[src/rtl/main_op_seq_pkg.sv]
// main_op_seq_pkg: shared types and widths for the main operation sequencer.
package main_op_seq_pkg;
    typedef enum logic [2:0] {IDLE, SETUP, STROBE, WAIT_BUSY, WAIT_DONE, RESP} state_e;
    localparam logic [1:0] ON_OFF = 2'd0;
    localparam int X_W  = 8;
    localparam int ON_W = 2;
    localparam int S_W  = 3;
endpackage

[src/rtl/main_op_seq_watchdog.sv]
// main_op_seq_watchdog: counts wait cycles and flags expiry on the TIMEOUT-th one.
module main_op_seq_watchdog #(
    parameter int TIMEOUT = 15
) (
    input  logic clk,
    input  logic rst,
    input  logic clr,
    input  logic en,
    output logic expired
);
    localparam int CW = $clog2(TIMEOUT + 1);
    logic [CW-1:0] cnt_q, cnt_d;
    always_comb begin
        cnt_d = clr ? '0 : en ? cnt_q + 1'b1 : cnt_q;
    end
    always_ff @(posedge clk or negedge rst) begin
        if (!rst) cnt_q <= '0;
        else      cnt_q <= cnt_d;
    end
    assign expired = en && (cnt_q == CW'(TIMEOUT - 1));
endmodule

[src/rtl/main_op_sequencer.sv]
// main_op_sequencer: drives main's x/on/start sequence for one host request and returns y/s via valid/ready.
// Optional watchdog abort is compiled in with MAIN_OP_SEQ_WATCHDOG_EN.
module main_op_sequencer
    import main_op_seq_pkg::*;
#(
    parameter int TIMEOUT = 15
) (
    input  logic            clk,
    input  logic            rst,
    input  logic            req_valid,
    input  logic [X_W-1:0]  req_x,
    input  logic [ON_W-1:0] req_on,
    output logic            req_ready,
    output logic [X_W-1:0]  m_x,
    output logic [ON_W-1:0] m_on,
    output logic            m_start,
    input  logic            m_b,
    input  logic [X_W-1:0]  m_y,
    input  logic [S_W-1:0]  m_s,
    output logic            rsp_valid,
    output logic [X_W-1:0]  rsp_y,
    output logic [S_W-1:0]  rsp_s,
    output logic            rsp_err,
    input  logic            rsp_ready
);
    state_e          state_q, state_d;
    logic [X_W-1:0]  x_q, x_d, y_q, y_d;
    logic [ON_W-1:0] on_q, on_d;
    logic [S_W-1:0]  s_q, s_d;
    logic            err_q, err_d;
    logic            wd_expired;

`ifdef MAIN_OP_SEQ_WATCHDOG_EN
    main_op_seq_watchdog #(.TIMEOUT(TIMEOUT)) u_watchdog (
        .clk     (clk),
        .rst     (rst),
        .clr     (state_q == STROBE),
        .en      (state_q == WAIT_BUSY || state_q == WAIT_DONE),
        .expired (wd_expired)
    );
`else
    logic unused_timeout;
    assign unused_timeout = |TIMEOUT;
    assign wd_expired = 1'b0;
`endif

    always_comb begin
        state_d = state_q;
        x_d     = x_q;
        on_d    = on_q;
        y_d     = y_q;
        s_d     = s_q;
        err_d   = err_q;
        case (state_q)
            IDLE: if (req_valid) begin
                x_d     = req_x;
                on_d    = req_on;
                state_d = SETUP;
            end
            SETUP:  state_d = STROBE;
            STROBE: state_d = WAIT_BUSY;
            WAIT_BUSY: if (m_b) state_d = WAIT_DONE;
                else if (wd_expired) begin
                    state_d = RESP;
                    {y_d, s_d, err_d} = {{X_W{1'b0}}, {S_W{1'b0}}, 1'b1};
                end
            WAIT_DONE: if (!m_b) begin
                    state_d = RESP;
                    {y_d, s_d, err_d} = {m_y, m_s, 1'b0};
                end else if (wd_expired) begin
                    state_d = RESP;
                    {y_d, s_d, err_d} = {{X_W{1'b0}}, {S_W{1'b0}}, 1'b1};
                end
            RESP:    if (rsp_ready) state_d = IDLE;
            default: state_d = IDLE;
        endcase
    end

    always_ff @(posedge clk or negedge rst) begin
        if (!rst) begin
            state_q <= IDLE;
            x_q     <= '0;
            on_q    <= ON_OFF;
            y_q     <= '0;
            s_q     <= '0;
            err_q   <= 1'b0;
        end else begin
            state_q <= state_d;
            x_q     <= x_d;
            on_q    <= on_d;
            y_q     <= y_d;
            s_q     <= s_d;
            err_q   <= err_d;
        end
    end

    // main only sees a mode while an operation is in flight
    assign m_on      = (state_q inside {SETUP, STROBE, WAIT_BUSY, WAIT_DONE}) ? on_q : ON_OFF;
    assign m_x       = x_q;
    assign m_start   = (state_q == STROBE);
    assign req_ready = (state_q == IDLE);
    assign rsp_valid = (state_q == RESP);
    assign rsp_y     = y_q;
    assign rsp_s     = s_q;
    assign rsp_err   = err_q;
endmodule
[config.mk]
export PLATFORM = sky130hd
export DESIGN_NAME = main_op_sequencer
export DESIGN_NICKNAME = d
export VERILOG_FILES = /design/src/rtl/main_op_seq_pkg.sv /design/src/rtl/main_op_seq_watchdog.sv /design/src/rtl/main_op_sequencer.sv
export SDC_FILE = /design/constraint.sdc
export NUM_CORES = 1
export LEC_CHECK = 0
export CAP_MARGIN = 20
export CORE_UTILIZATION = 36
export DETAILED_ROUTE_END_ITERATION = 10
export GPL_TIMING_DRIVEN = 0
export PLACE_DENSITY_LB_ADDON = 0.15
export SYNTH_ARGS = -nofsm -noshare
export SYNTH_HDL_FRONTEND = slang
export SYNTH_SLANG_ARGS = --single-unit
export TNS_END_PERCENT = 20
[constraint.sdc]
create_clock -name clk -period 1.4 [get_ports clk]
set_input_delay 0.35 -clock clk [delete_from_list [all_inputs] [get_ports clk]]
set_output_delay 0.35 -clock clk [all_outputs]
set_load 0.02 [all_outputs]
### Word level (Yosys, flattened, before mapping)

Index checks and enable logic that the tools add are counted.
W data, S select, Z words.

* muxes and demuxes: 6
* reduce and logical (&&, ||, !) cells: 5
* equality and inequality tests: 9
* bitwise logic cells: 1

Operators by type and width (count)
* $pmux W3 S6: 1
* $mux W3: 4
* $eq A3 B2 Y1 const B: 2
* $eq A3 B3 Y1 const B: 2
* $ne A2 B2 Y1 const B: 3
* $reduce_and A2 Y1: 2
* $reduce_and A4 Y1: 1
* $reduce_bool A4 Y1: 1
* $eq A3 B1 Y1 const B: 1
* $logic_not A3 Y1: 1
* $mux W2: 1
* $ne A2 B1 Y1 const B: 1
* $not A1 Y1: 1

* input bits: 26
* register bits: 24
* output and inout bits: 25

### Longest topological paths before layout

* depth after elaboration: 3
* gate-level depth with buffers: 5

### Worst setup path after synthesis

OpenSTA, ideal clock, no wires.

* path kind: flip-flop to flip-flop
* start point: reg state_q[0]
* end point: reg x_q[0] (netlist: m_x[0])
* setup time: 125 ps
* arrival time: 1494 ps
* path slack: -219 ps
* stages on the path, launching flop included: 6
* cell sequence: dfrtp_1 buf_6 nor3_2 and2_4 buf_8 mux2_4

* longest elaborated chain between the ends: 2

RTL lines
* start: declaration: line main_op_sequencer.sv:26 `state_e state_q, state_d;`
* start signal: assignment: line main_op_sequencer.sv:88 `state_q <= state_d;`
* $logic_not A3 Y1
* via req_ready: line main_op_sequencer.sv:13 `output logic req_ready,`
* $reduce_and A2 Y1 (no source line)
* end signal: assignment: line main_op_sequencer.sv:82 `x_q <= '0;`
* end signal: assignment: line main_op_sequencer.sv:89 `x_q <= x_d;`
* end: declaration: line main_op_sequencer.sv:27 `logic [X_W-1:0] x_q, x_d, y_q, y_d;`

The timed path passes the listed nets, and every way through them passes these cells.
A chain may end at the register's enable or synchronous reset.

### Final worst setup path

* start point: reg state_q[0]
* end point: out m_on[1]

* longest elaborated chain between the ends: 3
* elaborated cells between the ends (all ways): 6
* classes of those cells: eq/ne: 4; mux: 1; reduce/logical: 1

RTL lines
* $eq A3 B1 Y1 (tied with other cells): line main_op_sequencer.sv:98 `assign m_on = (state_q inside {SETUP, STROBE, WAIT_BUSY, WAIT_DONE}) ? on_q : ON_OFF;`
* $reduce_bool A4 Y1 *: line main_op_sequencer.sv:98
* $mux W2 *: line main_op_sequencer.sv:98
* end: declaration: line main_op_sequencer.sv:15 `output logic [ON_W-1:0] m_on,`

Mark *: on every way between the ends. The rest lies on a longest branch, timed or not.

==> results.json <==
{
  "rr_worst_depth": 5,
  "finalInstanceArea_sq_um": 1722,
  "number_of_placed_i_o_pins": 51,
  "criticalPathCategory": "reg2out",
  "run_status": "complete, but fails checks",
  "netlist_top_cells_area": "dfrtp_1 56%, mux2_4 14%, mux2_1 11%",
  "critical_path_cell_by_cell": "buf_6 > nor2_4 > xnor2_2 > and2_4 > buf_6",
  "rsz0062_at_grt": "true",
  "portBuffers": 49,
  "cts_tree": "yes",
  "via_to_cell_ratio": 4.706,
  "holdCritPathClass": "in2async",
  "final_min_period_over_clock_period_pct": 122.8,
  "cp.buffers_inverters": 2,
  "crit_slowest_cell": "dfrtp_1",
  "switching_share_pct": 36.07,
  "floorplan.die.width_um": 56.48,
  "gp_congestion": 0.7321,
  "grt_antenna_before_repair": 0,
  "globalRouteOverflowTotal": 0,
  "detail_route.wl_per_cell_um": 14.24,
  "routed_wl_um": 2321,
  "cts_max_path_buffers": 2,
  "detail-route-antenna-nets": 0,
  "design.core.area_sq_um": 2781,
  "dr.first_iter.drc_count": 18,
  "seq_power_share_pct": 31.8,
  "placement_rows": 19,
  "finalMaxSlewViolations": 0,
  "cts.hold.buffers_added": 0,
  "die_height_um": 56.48,
  "violations": "setup timing",
  "switching_power_of_the_nets_mw": 1.415,
  "clock_latency_ps": 310,
  "drive_gt1_share_pct": 49.24,
  "p_comb_share_pct": 55.4,
  "syn-num-nets": 96,
  "powerDensity_nw_per_um2": 2279,
  "place_hpwl_um": 1602,
  "flop_and_latch_count_out_of_synthesis": 24,
  "power_frac_clock_pct": 12.7,
  "slew_headroom_pct": 60.93,
  "timing.critical_path.max_delay_family": "flip-flops",
  "max_stage_delay_ps": 400,
  "cts-buffers-inserted": 3,
  "start_util_pct": 38.42,
  "finalSetupViolations": 26,
  "timing.rr.start": "state_q[0]",
  "worst-path-max-fanout": 4,
  "syn_area_sq_um": 1069,
  "average_instance_area_after_synthesis_sq_um": 15.26,
  "worstSetupPathDepth": 5,
  "post-route-util_pct": 61.90,
  "ys_seq_area_share_pct": 56.21,
  "synth_top_cell_by_area": "dfrtp_1",
  "syn_to_final_growth_pct": 61.12,
  "worstReg2RegEnd": "rsp_y[7]",
  "placedCellCount": 150,
  "peakVddDrop_uv": 1663,
  "dr.pass1.iters": 4,
  "die-area_sq_um": 3190,
  "maximum_number_of_pins_on_one_net_before_global_route_repair": 25,
  "clkTransAtPathRegs_ps": 140,
  "timing.clock.skew_ps": 9.694,
  "final.min_clock_period_ps": 1720,
  "synth_warn": 0,
  "post_dp_cell_area_sq_um": 1605,
  "r2r_slack_ps": -300,
  "crit_arrival_ps": 1370,
  "layout.cells.non_filler": 163,
  "p_int_mw": 2.508,
  "clkSinkCount": 24,
  "detailedPlace.worstSlack_ps": -500.2,
  "wire_length_of_the_first_global_routing_pass_um": 3905,
  "routed-via-count": 767,
  "timing.critical_path.required_ps": 1050,
  "worst_slew_pin_slew_ps": 586.1,
  "antenna_cells_inserted": 0,
  "max_cap_violations": 0,
  "p_leak_nw": 0.8128,
  "cts-root-buf": "clkbuf_4",
  "startpoint_type": "flip-flop",
  "cts_max_level": 1,
  "track_usage_pct": 15.70,
  "post_route_total_power_mw": 3.924,
  "fin_nets": 159,
  "fmax_mhz": 581.6,
  "fin_ws_ps": -319.5,
  "hold_viol": 0,
  "via_count_of_the_first_global_routing_pass": 846,
  "netlist_instances": 70,
  "drt_drc_violations_left": 0,
  "synth.lib_cells_used.distinct": 24,
  "timing.critical_path.to_type": "primary output",
  "crit_top_cell": "buf_6",
  "yosysTopAreaCellShare_pct": 56.21
}
[placed cells by master, fill, tap and decap left out, types with 2 or more instances in the layout]
master / count
and2_4: 3
clkbuf_2: 14
clkdlybuf4s50_1: 24
nor2_4: 2
clkbuf_4: 3
buf_4: 9
mux2_4: 17
dfrtp_1: 22
mux2_1: 4
clkdlybuf4s15_1: 5
buf_6: 6
dfrtp_2: 2
[timing repair]
item / 4_1_cts / 5_1_grt
gates cloned: 0 / 1
buffers inserted: 3 / 4
setup endpoints to repair: 45 / 45
pin swaps: 2 / 5
gates resized for setup: 62 / 37
[synth_stat cells]
cell      number
nor2_1         3
buf_4          1
mux2_1        10
nand2_1        1
a22oi_1        1
inv_1          1
mux2_4        10
buf_6          2
and3_1         1
nor3_2         1
nor3_1         1
o22ai_1        1
xnor2_1        1
and2_4         1
o21ai_0        1
mux2_2         2
conb_1         1
and2_1         2
nor4b_4        1
buf_8          1
nand2b_1       1
dfrtp_1       24
a21o_1         1
or2b_1         1
[registers in the layout, summed over array words and instances, names as in the netlist]
name and count:
rsp_y 8, m_x 8, on_q 2, rsp_s 3, state_q 3
[worst max-delay path by stage]
stage,endpoint,start
2_1_floorplan,m_x[0],state_q[0]
3_3_place_gp,m_on[1],state_q[0]
3_5_place_dp,m_on[0],state_q[0]
4_1_cts,m_on[1],state_q[0]
5_1_grt,m_on[1],state_q[0]
6_report,m_on[1],state_q[0]
[cell type report]
class	instances	area, sq um
fill	225	1060
multi-input combinational	41	479.2
tap	31	38.79
sequential	24	603.1
clock buffer	3	22.52
buffer	4	50.05
inverter	1	3.754
clock inverter	1	30.03
timing repair buffer	58	494.2
[power by group through the flow]
stage | Combinational (mW) | Sequential, mW | Clock [mW]
after floorplan | 0.860 | 1.54 | 0
after global placement | 1.99 | 1.24 | 0
after detailed placement | 2.03 | 1.25 | 0
after CTS | 2.05 | 1.24 | 0.510
after global routing | 2.29 | 1.30 | 0.551
final | 2.18 | 1.25 | 0.499
[metal layers]
layer / global-route usage [%] / part of all wire, % / up-vias
met3: 3.456 / 5.8 / 2
met5: 0 / 0 / -
li1: - / - / 362
met2: 26.89 / 50 / 31
met1: 19.97 / 43 / 372
met4: 4.181 / 0.65 / 0
[per-stage QoR]
| step | TNS (ps) | hold slack [ps] |
|---|---|---|
| final | -5086 | 122.8 |
| after global routing | -6519 | 152.3 |
| after CTS | -4480 | 376.4 |
| after detailed placement | -15620 | 473.7 |
| after global placement | -14560 | 465.8 |
| after floorplan | -1190 | 54.41 |
[cell families (layout without fill, tap and decap cells)]
logic type / after synthesis / in the layout / synth area share (%)
flops: 24 / 24 / 56.21
buf+inv: 5 / 67 / 4.566
simple gates: 13 / 13 / 8.899
other cells: 1 / 1 / 0.3510
compound gates: 4 / 4 / 2.459
xor+xnor: 1 / 1 / 0.8198
mux: 22 / 22 / 26.70
No activity file was read; power rests on OpenSTA's default activity.
